--- config.mk ---
export PLATFORM = sky130hd
export DESIGN_NAME = mem_stage
export DESIGN_NICKNAME = d
export VERILOG_FILES = /design/src/rtl/mem_stage.sv
export SDC_FILE = /design/constraint.sdc
export NUM_CORES = 1
export LEC_CHECK = 0
export ABC_CLOCK_PERIOD_IN_PS = 2000
export CORE_MARGIN = 3
export CORE_UTILIZATION = 44
export CTS_CLUSTER_SIZE = 20
export DETAILED_ROUTE_END_ITERATION = 8
export GPL_TIMING_DRIVEN = 1
export PLACE_DENSITY = 0.9
export SKIP_CTS_REPAIR_TIMING = 1
export SLEW_MARGIN = 20
export SYNTH_ARGS = -nofsm -noshare
export SYNTH_HDL_FRONTEND = slang
export SYNTH_SLANG_ARGS = --single-unit
--- constraint.sdc ---
create_clock -name clk -period 2 [get_ports clk]
set_input_delay 0.4 -clock clk [delete_from_list [all_inputs] [get_ports clk]]
set_output_delay 0.4 -clock clk [all_outputs]
set_load 0.02 [all_outputs]
--- src/rtl/mem_stage.sv ---
// mem_stage: memory pipeline stage between the EX/MEM register (IM_*) and
// the MEM/WB register (IW_*).
//
// ALU results pass straight through to IW_* with one cycle of latency.
// Loads and stores are issued to the data memory through a req/ack
// handshake. The pipeline is stalled until the access completes or times
// out. A HALT instruction retires once, and the stage then parks until reset.
//
// Ports
//   clk, rst              clock, synchronous active-low reset
//   IM_*                  EX/MEM register outputs (instruction under service)
//   mem_req/wr/addr/wdata request to data memory (registered, stable in WAIT)
//   mem_ack, mem_rdata    response from data memory
//   stall                 freezes PC/IF/ID/IE/IM registers (combinational)
//   err                   sticky fault: access timeout (or misaligned access)
//   IW_*                  registered outputs to writeback
//
// Build option
//   MEM_ALIGN_CHK_EN      when defined, a memory op with an odd address is
//                         refused: no request is issued, err is set and the
//                         instruction retires as a bubble.
//
// state   | meaning
// --------+-----------------------------------------------------------
// IDLE    | accepting instructions from IM
// WAIT    | memory request outstanding, waiting for mem_ack or timeout
// HALTED  | HALT retired, pipeline frozen until reset

module mem_stage (
    input  logic        clk,
    input  logic        rst,
    input  logic        IM_valid,
    input  logic        IM_mem_en,
    input  logic        IM_mem_wr,
    input  logic        IM_reg_en,
    input  logic        IM_HALT,
    input  logic [2:0]  IM_writeregsel,
    input  logic [15:0] IM_alu_result,
    input  logic [15:0] IM_r2,
    output logic        mem_req,
    output logic        mem_wr,
    output logic [15:0] mem_addr,
    output logic [15:0] mem_wdata,
    input  logic        mem_ack,
    input  logic [15:0] mem_rdata,
    output logic        stall,
    output logic        err,
    output logic        IW_valid,
    output logic        IW_reg_en,
    output logic [2:0]  IW_writeregsel,
    output logic [15:0] IW_data,
    output logic        IW_HALT
);

    typedef enum logic [1:0] {
        ST_IDLE   = 2'd0,
        ST_WAIT   = 2'd1,
        ST_HALTED = 2'd2
    } state_t;

    // Counter value in the 15th consecutive WAIT cycle without ack.
    localparam logic [3:0] TIMEOUT_TC = 4'd14;

    state_t      state, state_n;
    logic [3:0]  cnt, cnt_n;
    logic        lat_reg_en, lat_reg_en_n;
    logic [2:0]  lat_sel, lat_sel_n;

    logic        req_n, wr_n, err_n;
    logic [15:0] addr_n, wdata_n;
    logic        iw_valid_n, iw_reg_en_n, iw_halt_n;
    logic [2:0]  iw_sel_n;
    logic [15:0] iw_data_n;
    logic        stall_c;
    logic        misaligned;

`ifdef MEM_ALIGN_CHK_EN
    assign misaligned = IM_alu_result[0];
`else
    assign misaligned = 1'b0;
`endif

    // Stall is held low for the whole time reset is asserted, even before
    // the reset edge has returned the FSM to IDLE.
    assign stall = stall_c & rst;

    always_ff @(posedge clk) begin
        if (!rst) begin
            state          <= ST_IDLE;
            cnt            <= 4'd0;
            lat_reg_en     <= 1'b0;
            lat_sel        <= 3'd0;
            mem_req        <= 1'b0;
            mem_wr         <= 1'b0;
            mem_addr       <= 16'd0;
            mem_wdata      <= 16'd0;
            err            <= 1'b0;
            IW_valid       <= 1'b0;
            IW_reg_en      <= 1'b0;
            IW_writeregsel <= 3'd0;
            IW_data        <= 16'd0;
            IW_HALT        <= 1'b0;
        end else begin
            state          <= state_n;
            cnt            <= cnt_n;
            lat_reg_en     <= lat_reg_en_n;
            lat_sel        <= lat_sel_n;
            mem_req        <= req_n;
            mem_wr         <= wr_n;
            mem_addr       <= addr_n;
            mem_wdata      <= wdata_n;
            err            <= err_n;
            IW_valid       <= iw_valid_n;
            IW_reg_en      <= iw_reg_en_n;
            IW_writeregsel <= iw_sel_n;
            IW_data        <= iw_data_n;
            IW_HALT        <= iw_halt_n;
        end
    end

    always_comb begin
        state_n      = state;
        cnt_n        = cnt;
        lat_reg_en_n = lat_reg_en;
        lat_sel_n    = lat_sel;
        req_n        = mem_req;
        wr_n         = mem_wr;
        addr_n       = mem_addr;
        wdata_n      = mem_wdata;
        err_n        = err;
        iw_valid_n   = 1'b0;
        iw_reg_en_n  = 1'b0;
        iw_halt_n    = 1'b0;
        iw_sel_n     = IW_writeregsel;
        iw_data_n    = IW_data;
        stall_c      = 1'b0;

        case (state)
            ST_IDLE: begin
                if (IM_valid) begin
                    if (IM_HALT) begin
                        iw_valid_n = 1'b1;
                        iw_halt_n  = 1'b1;
                        state_n    = ST_HALTED;
                    end else if (IM_mem_en) begin
                        if (misaligned) begin
                            // Refused access: let the pipeline advance so
                            // the instruction retires as a bubble.
                            err_n = 1'b1;
                        end else begin
                            stall_c      = 1'b1;
                            req_n        = 1'b1;
                            wr_n         = IM_mem_wr;
                            addr_n       = IM_alu_result;
                            wdata_n      = IM_r2;
                            lat_sel_n    = IM_writeregsel;
                            lat_reg_en_n = IM_reg_en;
                            cnt_n        = 4'd0;
                            state_n      = ST_WAIT;
                        end
                    end else begin
                        iw_valid_n  = 1'b1;
                        iw_reg_en_n = IM_reg_en;
                        iw_sel_n    = IM_writeregsel;
                        iw_data_n   = IM_alu_result;
                    end
                end
            end

            ST_WAIT: begin
                if (mem_ack) begin
                    req_n       = 1'b0;
                    wr_n        = 1'b0;
                    iw_valid_n  = 1'b1;
                    iw_sel_n    = lat_sel;
                    iw_reg_en_n = mem_wr ? 1'b0 : lat_reg_en;
                    if (!mem_wr) begin
                        iw_data_n = mem_rdata;
                    end
                    state_n     = ST_IDLE;
                end else if (cnt == TIMEOUT_TC) begin
                    // Timeout retires the op as a bubble. Stall drops in this
                    // cycle, as it does on an ack, so IM advances past the
                    // failed op instead of reissuing it from IDLE.
                    req_n   = 1'b0;
                    wr_n    = 1'b0;
                    err_n   = 1'b1;
                    state_n = ST_IDLE;
                end else begin
                    stall_c = 1'b1;
                    cnt_n   = cnt + 4'd1;
                end
            end

            ST_HALTED: begin
                stall_c = 1'b1;
            end

            default: begin
                state_n = ST_IDLE;
            end
        endcase
    end

endmodule
# Word level (Yosys, flattened, before mapping)
# Index checks and enable logic that the tools add are counted.
# word_totals
inputBits	59
out_inout_bits	58
regBits	67
# op_classes
mux	51
reduce_logical	10
n_bitwise	4
n_eq_ne	13
addsub	1
# ops
operator	count
2-to-1 mux 16 bit	5
case mux 16 bit (2 select lines)	1
2-to-1 mux 1 bit	23
2-to-1 mux 4 bit	5
inequality test 2 bit, second input constant	8
2-to-1 mux 3 bit	4
AND reduction 6 bit	2
2-to-1 mux 2 bit	5
AND reduction 5 bit	2
case mux 1 bit (2 select lines)	4
case mux 4 bit (2 select lines)	1
AND reduction 4 bit	2
inequality test 3 bit, second input constant	2
case mux 2 bit (3 select lines)	1
case mux 3 bit (2 select lines)	1
AND reduction 3 bit	2
adder 4 x 1 -> 4 bit, second input constant	1
== test 4 bit, second input constant	1
inverter 1 bit	3
case mux 1 bit (3 select lines)	1
== test 2 x 1 -> 1 bit, second input constant	1
== test 2 bit, second input constant	1
logical NOT 2 bit	1
nonzero test 2 bit	1
bitwise AND 1 bit	1

# Longest topological paths before layout
# Gate-level depths: netlist (run 1).
# depth
depth_word	5
mapped_depth	6
mapped_depth_nobuf	5

# Least setup slack after synthesis (run 1)
# OpenSTA, ideal clock, no wires.
# synth_timing
path_kind	register to output
start	register state[0]
end	output port stall
setup_slack_ns	0.152
path_stages_with_launch	5
path_buffers	1
arrival_time_ns	1.448
cell_sequence	dfxtp_1 buf_2 nor3b_1 a22o_1 o21a_1
# synth_between
elab_chain_len	3
word_cells_on_any_way	5
# synth_lines
element	line	text
start: declaration	64	state_t state, state_n;
start signal: assignment	104	state <= state_n;
== test 2 bit (tied with other cells)	138	case (state)
case mux 1 bit (3 select lines) (*)	138	
bitwise AND 1 bit (*)	85	assign stall = stall_c & rst;
end: declaration	46	output logic stall,
# Mark *: on every way between the ends. The rest lies on a longest branch, timed or not.

# Worst setup path in the final report (run 1)
# layout_timing
start	register cnt[0]
end	output port stall
# layout_between
elab_chain_len	5
# layout_lines
element	line	text
start: declaration	65	logic [3:0] cnt, cnt_n;
start signal: assignment	105	cnt <= cnt_n;
== test 4 bit	181	end else if (cnt == TIMEOUT_TC) begin
2-to-1 mux 1 bit	181	
2-to-1 mux 1 bit	171	if (mem_ack) begin
case mux 1 bit (3 select lines)	138	
bitwise AND 1 bit	85	
# Every way passes these cells.

==> metrics list, run 1 <==
- Run status: completed
- Number of warnings printed during yosys synthesis: 0
- Yosys top cell area share: 0.445
* Boundary Pins: 117
- Final slew viol count: 0
- Compound-cell area share of the yosys netlist: 0.288
- Total of flip-flops plus latches after synthesis: 67
- Dominant register cell in the synthesized netlist: sky130_fd_sc_hd__dfxtp_1
* Max Root-Sink Buffers: 2
* Leakage power: ~1.6 nW
* Synthesized netlist cell count: around 320
- CTS placed an instance of sky130_fd_sc_hd__clkbuf_8 at the clock tree root.
- Of the total synthesized cell area, the portion taken by AND, OR, NAND and NOR gates is 0.121.
* Layout cell share with drive strength beyond 1: 0.152
* Post-DR vias/cell: about 6
* Residual DRC: 0
* Cell with the most instances after synthesis: sky130_fd_sc_hd__dfxtp_1
- Of the total synthesized cell area, the portion taken by full adders, half adders and majority gates is 0.00831.
* Number of antenna violations at the first check in global routing: 0
- Power comes to 3.21 mW.
- Clk_lat worst skew: 0.34 ns
* First drt pass iteration count: 7
- In the final routed layout, each cell accounts on average for ~18 um.
* Buffers added on ports: roughly 120
* Type of the most critical hold path: flop to flop
* Final standard cell utilization of the core: 0.714
- Overall routed net length: between 9000 and 10000 um
- Clock period minus worst slack: 1.96 ns
- IR analysis of the VDD net gives a maximum drop of around 0.42 mV.
* Clock transition at path regs: ~0.07 ns
- STA classifies the critical path endpoint as an output pin.
* Max Cap Viol: 0
- Relative slew slack: 0.557
- Number of DRC markers after the initial detailed-route iteration: ~240
- Biggest area contributors in the synthesized netlist: sky130_fd_sc_hd__dfxtp_1 (45%), sky130_fd_sc_hd__mux2i_1 (7.6%), sky130_fd_sc_hd__nand3_1 (6.8%)
- The worst setup path is of the flop to output pin kind.
- Max Freq: ~0.51 GHz
* Global-route wire length before repair: between 15000 and 20000 um
- The total overflow left after global routing is 0.
- Summed over all failing endpoints, the final setup total negative slack is 0 ns.
- Largest net degree at the start of global routing: 62
- The portion of synthesized area spent on multiplexers is 0.0764.
* Critical path, cell by cell: inv_2 -> ha_4 -> nand3_4 -> a22o_1 -> o21a_1 -> buf_6
- Buffers inserted during clock tree synthesis total 9.
- Across every metal layer, demand over resource in global routing totals 0.251.
* Fraction of registers with async set/reset: 0
- At the pin with the least slew margin, the transition time is between 0.6 and 0.7 ns.
- After synthesis, the largest family of logic cells by area is compound AO/OA/AOI/OAI gates.
* Sequential cell area fraction in the yosys report: 0.445
- Area share of xor/xnor cells in the synthesized design: 0
- In the finished design, the share of the clock period the worst path needs comes to 0.978.
- Measured along the x axis, the die boundary spans roughly 90 um.
* Post-synthesis to final-layout area growth: 53.9%
- Data on the critical path is required at its endpoint by 1.60 ns.
- Summing all multi-input logic gate instances after layout gives around 0.0015 sq mm.
* H-tree lvl count: 3
- The final number of hold-violating endpoints is 0.
- Last weighted congestion value of the routability-driven placer: 0.779
- Number of nets in the synthesized netlist: around 380
- Vertical die dimension: 88.8 um
- The commonest cells after synthesis are sky130_fd_sc_hd__dfxtp_1 (67), sky130_fd_sc_hd__nand3_1 (41), sky130_fd_sc_hd__a21oi_1 (39), sky130_fd_sc_hd__o21ai_0 (37), sky130_fd_sc_hd__mux2i_1 (23).
* Critical path's top delay family: compound AO/OA/AOI/OAI gates
- Filler cell count: 496
- The die covers about 0.0079 sq mm.
- Slowest CP cell: sky130_fd_sc_hd__dfxtp_1
- TritonCTS built the clock tree.
* Arrival time of data at the critical path endpoint: around 1.6 ns
- The count of nets left with antenna violations once routing finished came out at 0.
* Cell type contributing the most total cell area after synthesis: sky130_fd_sc_hd__dfxtp_1
- # clock sinks: 67
- Of all nets on the critical path, the largest fanout is 3.
- At the end of the flow, the number of nets in the layout was 504.
- Synthesized area per cell: 9.33 sq um
* Final number of setup-violating endpoints: 0
- After synthesis the cells add up to between 0.003 and 0.004 sq mm.
- ANT cells: 0
* Count of buffer and inverter cells on the critical path: 2
* Standard-cell row count: 29
* Worst Skew: between 0.005 and 0.006 ns
- Unique cell type count in the Yosys netlist: 36
* Core ar.: around 0.0065 sq mm
- STA classifies the critical path startpoint as a flop.
- The largest single stage delay on the critical path is approximately 0.33 ns.
* Via count of the first global-routing pass: slightly above 3000
- Total via count in the routed design: roughly 3100
- Once detailed placement completed, the half-perimeter wirelength came to approximately 6500 um.
- Dividing total power by cell area gives a power density of a little under 700 mW/mm^2.
- Number of flops mapped to enable cells by yosys: 0
* Starting density of the core: 0.464
* Register Area: around 0.0013 sq mm
-- routing by layer --
| metal | up-vias | wire, um | global-route usage |
|---|---|---|---|
| li1 | 1458 | - | - |
| met1 | 1491 | 3910 | 0.324 |
| met2 | 151 | 4860 | 0.405 |
| met3 | 15 | 721 | 0.0661 |
| met4 | 0 | 138 | 0.0893 |
| met5 | - | 0 | 0 |
-- state kept, by name, summed over array words and instances, names as in the netlist, 2 cells and up --
register	flops
IW_data	16
IW_writeregsel	3
cnt	4
lat_sel	3
mem_addr	16
mem_wdata	16
state	2
-- report_power, final --
part / total [mW] / internal (mW) / switching [mW]
logic: 0.540 / 0.265 / 0.275
clock network: 1.26 / 0.736 / 0.529
registers: 1.41 / 1.38 / 0.0252
total: 3.21 / 2.38 / 0.829
-- area by class of cell --
class	instances	share of cell area
multi-input combinational	217	0.334
timing repair buffer	144	0.304
sequential	67	0.289
clock buffer	10	0.0297
tap	77	0.0208
clock inverter	6	0.0192
inverter	4	0.00324
-- worst register-to-register path, stage by stage (launching register included) --
cell	delay, ns
sky130_fd_sc_hd__dfxtp_1	0.37
sky130_fd_sc_hd__buf_4	0.19
sky130_fd_sc_hd__or4b_4	0.60
sky130_fd_sc_hd__buf_4	0.20
sky130_fd_sc_hd__a2111oi_2	0.36
sky130_fd_sc_hd__a31o_1	0.14
-- through the flow --
stage          hold slack [ns]  cells  setup WS (ns)  area (sq um)
4_1_cts                  0.476    524         -0.561          4570
5_1_grt                  0.497    525        -0.0147          4640
3_5_place_dp             0.462    508         -0.542          4350
2_1_floorplan            0.454    323          0.152          3010
3_3_place_gp             0.457    508         -0.474          4350
6_report                 0.473    525         0.0447          4640
-- cells in the final DEF, fill, tap and decap left out, types with 3 or more instances in the layout --
| cell | count |
|---|---|
| sky130_fd_sc_hd__a21oi_1 | 39 |
| sky130_fd_sc_hd__mux2i_1 | 23 |
| sky130_fd_sc_hd__a2111oi_2 | 14 |
| sky130_fd_sc_hd__nor2_1 | 6 |
| sky130_fd_sc_hd__nand3_1 | 40 |
| sky130_fd_sc_hd__a31o_1 | 19 |
| sky130_fd_sc_hd__buf_4 | 25 |
| sky130_fd_sc_hd__o21ai_0 | 37 |
| sky130_fd_sc_hd__a2111oi_1 | 5 |
| sky130_fd_sc_hd__dlymetal6s2s_1 | 3 |
| sky130_fd_sc_hd__clkbuf_8 | 10 |
| sky130_fd_sc_hd__clkdlybuf4s50_1 | 112 |
| sky130_fd_sc_hd__dfxtp_1 | 66 |
| sky130_fd_sc_hd__nand2_1 | 8 |
-- kinds of logic after synthesis --
logic type               count (synthesis)
AND/OR/NAND/NOR                         68
adder cells (fa/ha/maj)                  2
flip-flops                              67
multiplexers                            23
AO/OA/AOI/OAI                          124
buffers and inverters                   39
-- worst paths after layout --
path                          from                 endpoint  slack, ns  cells after the start
max            cnt[0]$_SDFFE_PN0P_                    stall       0.04                      6
min           mem_req$_SDFFE_PN0P_     mem_req$_SDFFE_PN0P_       0.47                      2
max reg2reg  state[0]$_SDFFE_PN0P_  IW_data[7]$_SDFFE_PN0P_       0.09                      5
min reg2reg   mem_req$_SDFFE_PN0P_     mem_req$_SDFFE_PN0P_       0.47                      2
(Power assumes the default switching activity.)
==> inputs of run 2 (changes only) <==
Settings changed: CORE_ASPECT_RATIO set to 0.9.
==> metrics list, run 2 (same netlist as run 1, synthesis figures left out) <==
- Run status: completed
- Required time at the worst-slack endpoint: 1.60 ns (about the same)
- The worst setup path is launched from a flop.
- The buffer levels on the longest clock path is 2 (unchanged).
* Power per cell area: 672 mW/mm^2 (-2.8%)
* Clk_lat worst skew: 0.34 ns (about the same)
- The average routed wire per standard cell came to 17.8 um (-2.8%).
- Number of routed nets with antenna violations: 0 (unchanged)
- Worst setup margin: 0.0616 ns (+0.0168 ns)
- The leakage power of the design came to 1.58 nW (-0.54%).
* Final slew viol count: 0 (unchanged)
* Global-route usage over all layers: 0.245 (-0.00661)
- The endpoint arrival time on the critical path came to 1.54 ns (-0.02 ns).
- The library cells used most frequently in the layout, excluding fill and tap cells, are sky130_fd_sc_hd__clkdlybuf4s50_1 (112), sky130_fd_sc_hd__dfxtp_1 (65), sky130_fd_sc_hd__nand3_1 (40).
* Global-route wire length before repair: 15400 um (+0.22%)
* Max Freq: 0.516 GHz (+0.87%)
* Clock period minus worst slack: 1.94 ns (-0.0168 ns)
- Last weighted congestion value of the routability-driven placer: 0.830 (+6.6%)
- Residual DRC: 0 (unchanged)
- Standard-cell row count: 27 (-6.9%)
- The total via count in the routed design was 3077 (-1.2%).
- # clock sinks: 67 (unchanged)
* Post-DR vias/cell: 5.78 (-2.5%)
- Type of the most critical hold path: flop to flop
* Core ar.: 0.00638 sq mm (-1.7%)
- Vertical die dimension: 84.5 um (-4.8%)
- The depth of the CTS H-tree is 3 (unchanged).
- The share of the clock period used by the worst path was 0.969 (-0.00841).
* First drt pass iteration count: 5 (-2)
- Most frequent standard cell in the layout excluding fill and tap cells: sky130_fd_sc_hd__clkdlybuf4s50_1
- The number of nets at the end of the flow was 503 (-0.20%).
- The post-place setup slack is -0.512 ns (+0.0303 ns).
- Relative slew slack: 0.557 (about the same)
* TritonCTS clock tree: done
* Slew at the pin closest to its max-slew limit: 0.664 ns (-0.0000228 ns)
* Final standard cell utilization of the core: 0.722 (+0.00741)
- Overall routed net length: 9490 um (-1.5%)
- The die boundary width is 93.2 um (+5.0%).
* Post-synthesis to final-layout area growth: 52.9%
- The largest fanout on the critical path is 3 (unchanged).
- Setup repair after global routing left no endpoint under its margin.
- STA classifies the critical path endpoint as an output pin.
* Area after detailed placement: 0.00437 sq mm (+0.58%)
* ANT cells: 0 (unchanged)
- Combined area of the multi-input logic cells: 0.00153 sq mm (-1.5%)
- Filler cell count: 472 (-4.8%)
* Final design area excluding fillers: 0.00461 sq mm (-0.67%)
* Number of antenna violations at the first check in global routing: 0 (unchanged)
- The count of input and output buffers came to 116 (unchanged).
- Number of DRC markers after the initial detailed-route iteration: 246 (+2.1%)
- Boundary Pins: 117 (unchanged)
- The overall die area was 0.00788 sq mm (about the same).
- Sum of overflow across all layers after global routing: 0 (unchanged)
- Max Cap Viol: 0 (unchanged)
- Final number of setup-violating endpoints: 0 (unchanged)
* Layout cell share with drive strength beyond 1: 0.139 (-0.0125)
- The post-layout total power was 3.10 mW (-3.5%).
- The clock slew at the register clock pins of the worst setup and hold paths was 0.07 ns (about the same).
- CTS Root Buffer Type: sky130_fd_sc_hd__clkbuf_8
- Hold violation total from the final report: 0 (unchanged)
- Starting density of the core: 0.472 (+0.00800)
- The worst clock skew was 0.00608 ns (+0.00105 ns).
* Worst Path Class, Setup: flop to output pin
- The total CTS buffers was 9 (unchanged).
* Dpl hpwl: 6540 um (about the same)
- Largest net degree at the start of global routing: 62 (unchanged)
- Worst VDD drop: 0.477 mV (+14%)
* Via count of the first global-routing pass: 3077 (+0.098%)
* Biggest regs: IW_data x16, mem_addr x16, mem_wdata x16
- Register Area: 0.00134 sq mm (about the same)
run 2: worst paths after layout:
kind,slack (ns),startpoint,end,depth (start not counted)
setup / recovery,0.06,cnt[0]$_SDFFE_PN0P_,stall,6
hold / removal,0.48,mem_addr[5]$_SDFFE_PN0P_,mem_addr[5]$_SDFFE_PN0P_,2
setup reg to reg,0.09,state[0]$_SDFFE_PN0P_,IW_data[15]$_SDFFE_PN0P_,5
hold reg to reg,0.48,mem_addr[5]$_SDFFE_PN0P_,mem_addr[5]$_SDFFE_PN0P_,2
run 2: stage by stage:
| step | setup TNS (ns) | hold WS [ns] | instances |
|---|---|---|---|
| 2_1_floorplan | 0 | 0.454 | 323 |
| 3_3_place_gp | -6.40 | 0.451 | 518 |
| 3_5_place_dp | -6.95 | 0.467 | 518 |
| 4_1_cts | -0.652 | 0.477 | 532 |
| 5_1_grt | 0 | 0.499 | 532 |
| 6_report | 0 | 0.475 | 532 |
run 2: routing by layer:
| metal | up-vias | wire length, um | GRT usage |
|---|---|---|---|
| met3 | 12 | 586 | 0.0672 |
| met4 | 0 | 154 | 0.0719 |
| met2 | 125 | 4630 | 0.390 |
| li1 | 1456 | - | - |
| met1 | 1484 | 4110 | 0.324 |
| met5 | - | 0 | 0 |
run 2: final cells by class:
cell class,count,share of cell area
flip-flops and latches,67,0.292
well taps,87,0.0236
clock inverters,2,0.00760
clock buffers,12,0.0358
inverters,4,0.00326
multi-input cells,217,0.331
repair buffers,143,0.307
run 2: critical path: stages, from the launching register on:
cell and delay (ns):
sky130_fd_sc_hd__dfxtp_2 0.34, sky130_fd_sc_hd__inv_2 0.07, sky130_fd_sc_hd__ha_4 0.13, sky130_fd_sc_hd__nand3_2 0.09
sky130_fd_sc_hd__a22o_1 0.24, sky130_fd_sc_hd__o21a_1 0.17, sky130_fd_sc_hd__buf_4 0.15
run 2: report_power, final:
part	internal (mW)	switching, mW
sequential	1.38	0.0254
clock	0.662	0.490
combinational	0.267	0.272
total	2.31	0.787
==> inputs of run 3 (changes only) <==
Settings changed: CTS_CLUSTER_DIAMETER set to 100, PLACE_DENSITY 0.9 to unset, PLACE_DENSITY_LB_ADDON set to 0.1.
==> metrics list, run 3 (same netlist as run 1, synthesis figures left out) <==
- Max Root-Sink Buffers: 2 (unchanged)
- The count of input and output buffers is 116 (unchanged).
- The internal power consumption was 2.26 mW (-2.3%).
- The die boundary width is 93.2 um (unchanged).
- The delay of the slowest critical-path stage is 0.50 ns (+0.16 ns).
* Combined area of the multi-input logic cells: 0.00159 sq mm (+4.5%)
* Switching share of power: 0.261 (+0.00716)
- The clock period minus final worst setup slack came to 1.97 ns (+0.0339 ns).
- The largest fanout on the critical path came to 2 (-1).
- Critical hold path startpoint: mem_wdata[8]$_SDFFE_PN0P_
- The pin slew with the least headroom to its limit came to 0.616 ns (-0.0483 ns).
* Worst Path Class, Setup: primary input to output pin
* Type of the most critical hold path: flop to flop
* Clock transition at path regs: 0.07 ns (about the same)
- The endpoint arrival time on the critical path was 1.57 ns (+0.03 ns).
- H-tree lvl count: 3 (unchanged)
- The total via count in the routed design is 3001 (-2.5%).
* Leading cell types in the layout, fill and taps excluded: sky130_fd_sc_hd__clkdlybuf4s50_1 (113), sky130_fd_sc_hd__dfxtp_1 (65), sky130_fd_sc_hd__nand3_1 (40)
* Power share of the combinational group: 0.181 (+0.007)
- Leakage power: 1.57 nW (-0.23%)
- Count of non-filler cells in the finished layout: 535 (+0.56%)
* Post-placement setup slack: -0.486 ns (+0.0263 ns)
- Vertical die dimension: 84.5 um (unchanged)
- The residual DRC count came to 0 (unchanged).
- The flow ran to the end, and the final reports show no timing, DRC or antenna violations.
* Worst Setup End Kind: output pin
- The largest net degree at the start of global routing was 52 (-16%).
* TritonCTS clock tree: done
- Max Freq: 0.507 GHz (-1.7%)
- Core ar.: 0.00638 sq mm (unchanged)
- Layout cell share with drive strength beyond 1: 0.158 (+0.0192)
- Worst setup margin: 0.0276 ns (-0.0339 ns)
- The maximum resistive drop on vdd came to 0.439 mV (-7.9%).
- Most frequent standard cell in the layout excluding fill and tap cells: sky130_fd_sc_hd__clkdlybuf4s50_1
* Critical path startpoint: IM_valid
* Number of DRC markers after the initial detailed-route iteration: 107 (-57%)
- Cell count after placement: 519 (+0.19%)
* Global-route usage over all layers: 0.229 (-0.0156)
- The number of nets at the end of the flow came to 504 (+0.20%).
- Walking the worst path, the cells encountered are clkdlybuf4s50_1 -> nor4bb_4 -> a22o_1 -> o21a_1 -> buf_6.
- Clock network fraction of design power: 0.359 (-0.013)
* Sequential share of power: 0.460 (+0.006)
* Number of routed nets with antenna violations: 0 (unchanged)
* Post-synthesis to final-layout area growth: 55.5%
- Final Cycle Share: 0.986 (+0.0170)
* First drt pass iteration count: 5 (unchanged)
- STA classifies the critical path startpoint as a primary input.
- The worst clock skew came to 0.00912 ns (+0.00304 ns).
* Clk_lat worst skew: 0.34 ns (about the same)
- The largest registers in the layout are IW_data x16, mem_addr x16, mem_wdata x16.
* Final slew viol count: 0 (unchanged)
- Count of buffer and inverter cells on the critical path: 2 (unchanged)
- Starting density of the core: 0.472 (unchanged)
* Slowest CP cell: sky130_fd_sc_hd__clkdlybuf4s50_1
- The worst register-to-register path begins at state[0]$_SDFFE_PN0P_.
* Sum of overflow across all layers after global routing: 0 (unchanged)
- Overall routed net length: 9040 um (-4.7%)
- Hold violation total from the final report: 0 (unchanged)
- Number of antenna violations at the first check in global routing: 0 (unchanged)
* ANT cells: 0 (unchanged)
- The global-route wire length before repair is 14600 um (-5.5%).
- The count of endpoints failing setup in the final report was 0 (unchanged).
* Boundary Pins: 117 (unchanged)
- The instance area at placement was 0.00438 sq mm (+0.17%).
- Routed length per instance: 16.9 um (-5.3%)
- Post-DR vias/cell: 5.61 (-3.0%)
- Last weighted congestion value of the routability-driven placer: 0.812 (-2.3%)
* CTS Root Buffer Type: sky130_fd_sc_hd__clkbuf_8
- The count of clock tree sinks is 67 (unchanged).
- The required time of the critical path came to 1.60 ns (about the same).
* Register Area: 0.00134 sq mm (unchanged)
- Relative slew slack: 0.589 (+0.0322)
* Standard-cell row count: 27 (unchanged)
- Via count of the first global-routing pass: 2934 (-4.6%)
- The total half-perimeter wirelength after legalization and detailed placement was 6050 um (-7.5%).
- The cell area after layout is 0.00469 sq mm (+1.7%).
* CTS Buf Count: 9 (unchanged)
* Critical path's top delay family: buffers and inverters
* Die area: 0.00788 sq mm (unchanged)
* Switching component of the power: 0.799 mW (+1.4%)
* Filler cell count: 463 (-1.9%)
- The count of max-cap constraint violations was 0 (unchanged).
- Power per cell area: 652 mW/mm^2 (-3.0%)
## run 3: cell types whose count changed in the layout (fill, tap and decap cells not counted), sizes merged
cell	previous run	this run
clkbuf	12	11
buf	28	29
clkinvlp	0	1
clkdlybuf4s50	112	113
clkinv	1	3
dlymetal6s2s	3	2
## run 3: cell type report
type / count / area share
well taps: 87 / 0.0232
clock inverters: 5 / 0.0112
multi-input cells: 217 / 0.340
repair buffers: 144 / 0.305
flip-flops and latches: 67 / 0.287
inverters: 4 / 0.00320
clock buffers: 11 / 0.0302
## run 3: path summary, 6_finish.rpt
path,depth (start not counted),end,slack (ns)
max,5,stall,0.03
min reg2reg,2,mem_wdata[8]$_SDFFE_PN0P_,0.47
max reg2reg,5,IW_data[1]$_SDFFE_PN0P_,0.16
min,2,mem_wdata[8]$_SDFFE_PN0P_,0.47
## run 3: through the flow
step | setup TNS (ns) | hold WS, ns | power [mW] | utilization
final | 0 | 0.474 | 3.06 | 0.734
after global routing | -0.0367 | 0.495 | 3.19 | 0.734
after CTS | -0.900 | 0.475 | 3.07 | 0.716
after detailed placement | -7.10 | 0.466 | 1.97 | 0.686
after global placement | -6.85 | 0.458 | 1.96 | 0.686
after floorplan | 0 | 0.454 | 1.68 | -
## run 3: power by group through the flow
stage          clock network [mW]  logic, mW  registers [mW]
3_5_place_dp                    0      0.532            1.43
3_3_place_gp                    0      0.530            1.43
4_1_cts                      1.13      0.535            1.40
6_report                     1.10      0.553            1.41
5_1_grt                      1.19      0.590            1.41
2_1_floorplan                   0      0.200            1.48
## run 3: metal layers
layer	up-vias	GRT usage	part of all wire
li1	1463	-	-
met1	1412	0.317	0.44
met2	120	0.349	0.48
met3	6	0.0573	0.066
met4	0	0.0746	0.0089
met5	-	0	0
## run 3: worst register-to-register path, stage by stage, from the launching register on
cell	delay (ns)
sky130_fd_sc_hd__dfxtp_2	0.35
sky130_fd_sc_hd__buf_8	0.16
sky130_fd_sc_hd__or4b_4	0.59
sky130_fd_sc_hd__buf_4	0.20
sky130_fd_sc_hd__a2111oi_1	0.34
sky130_fd_sc_hd__a31o_1	0.14
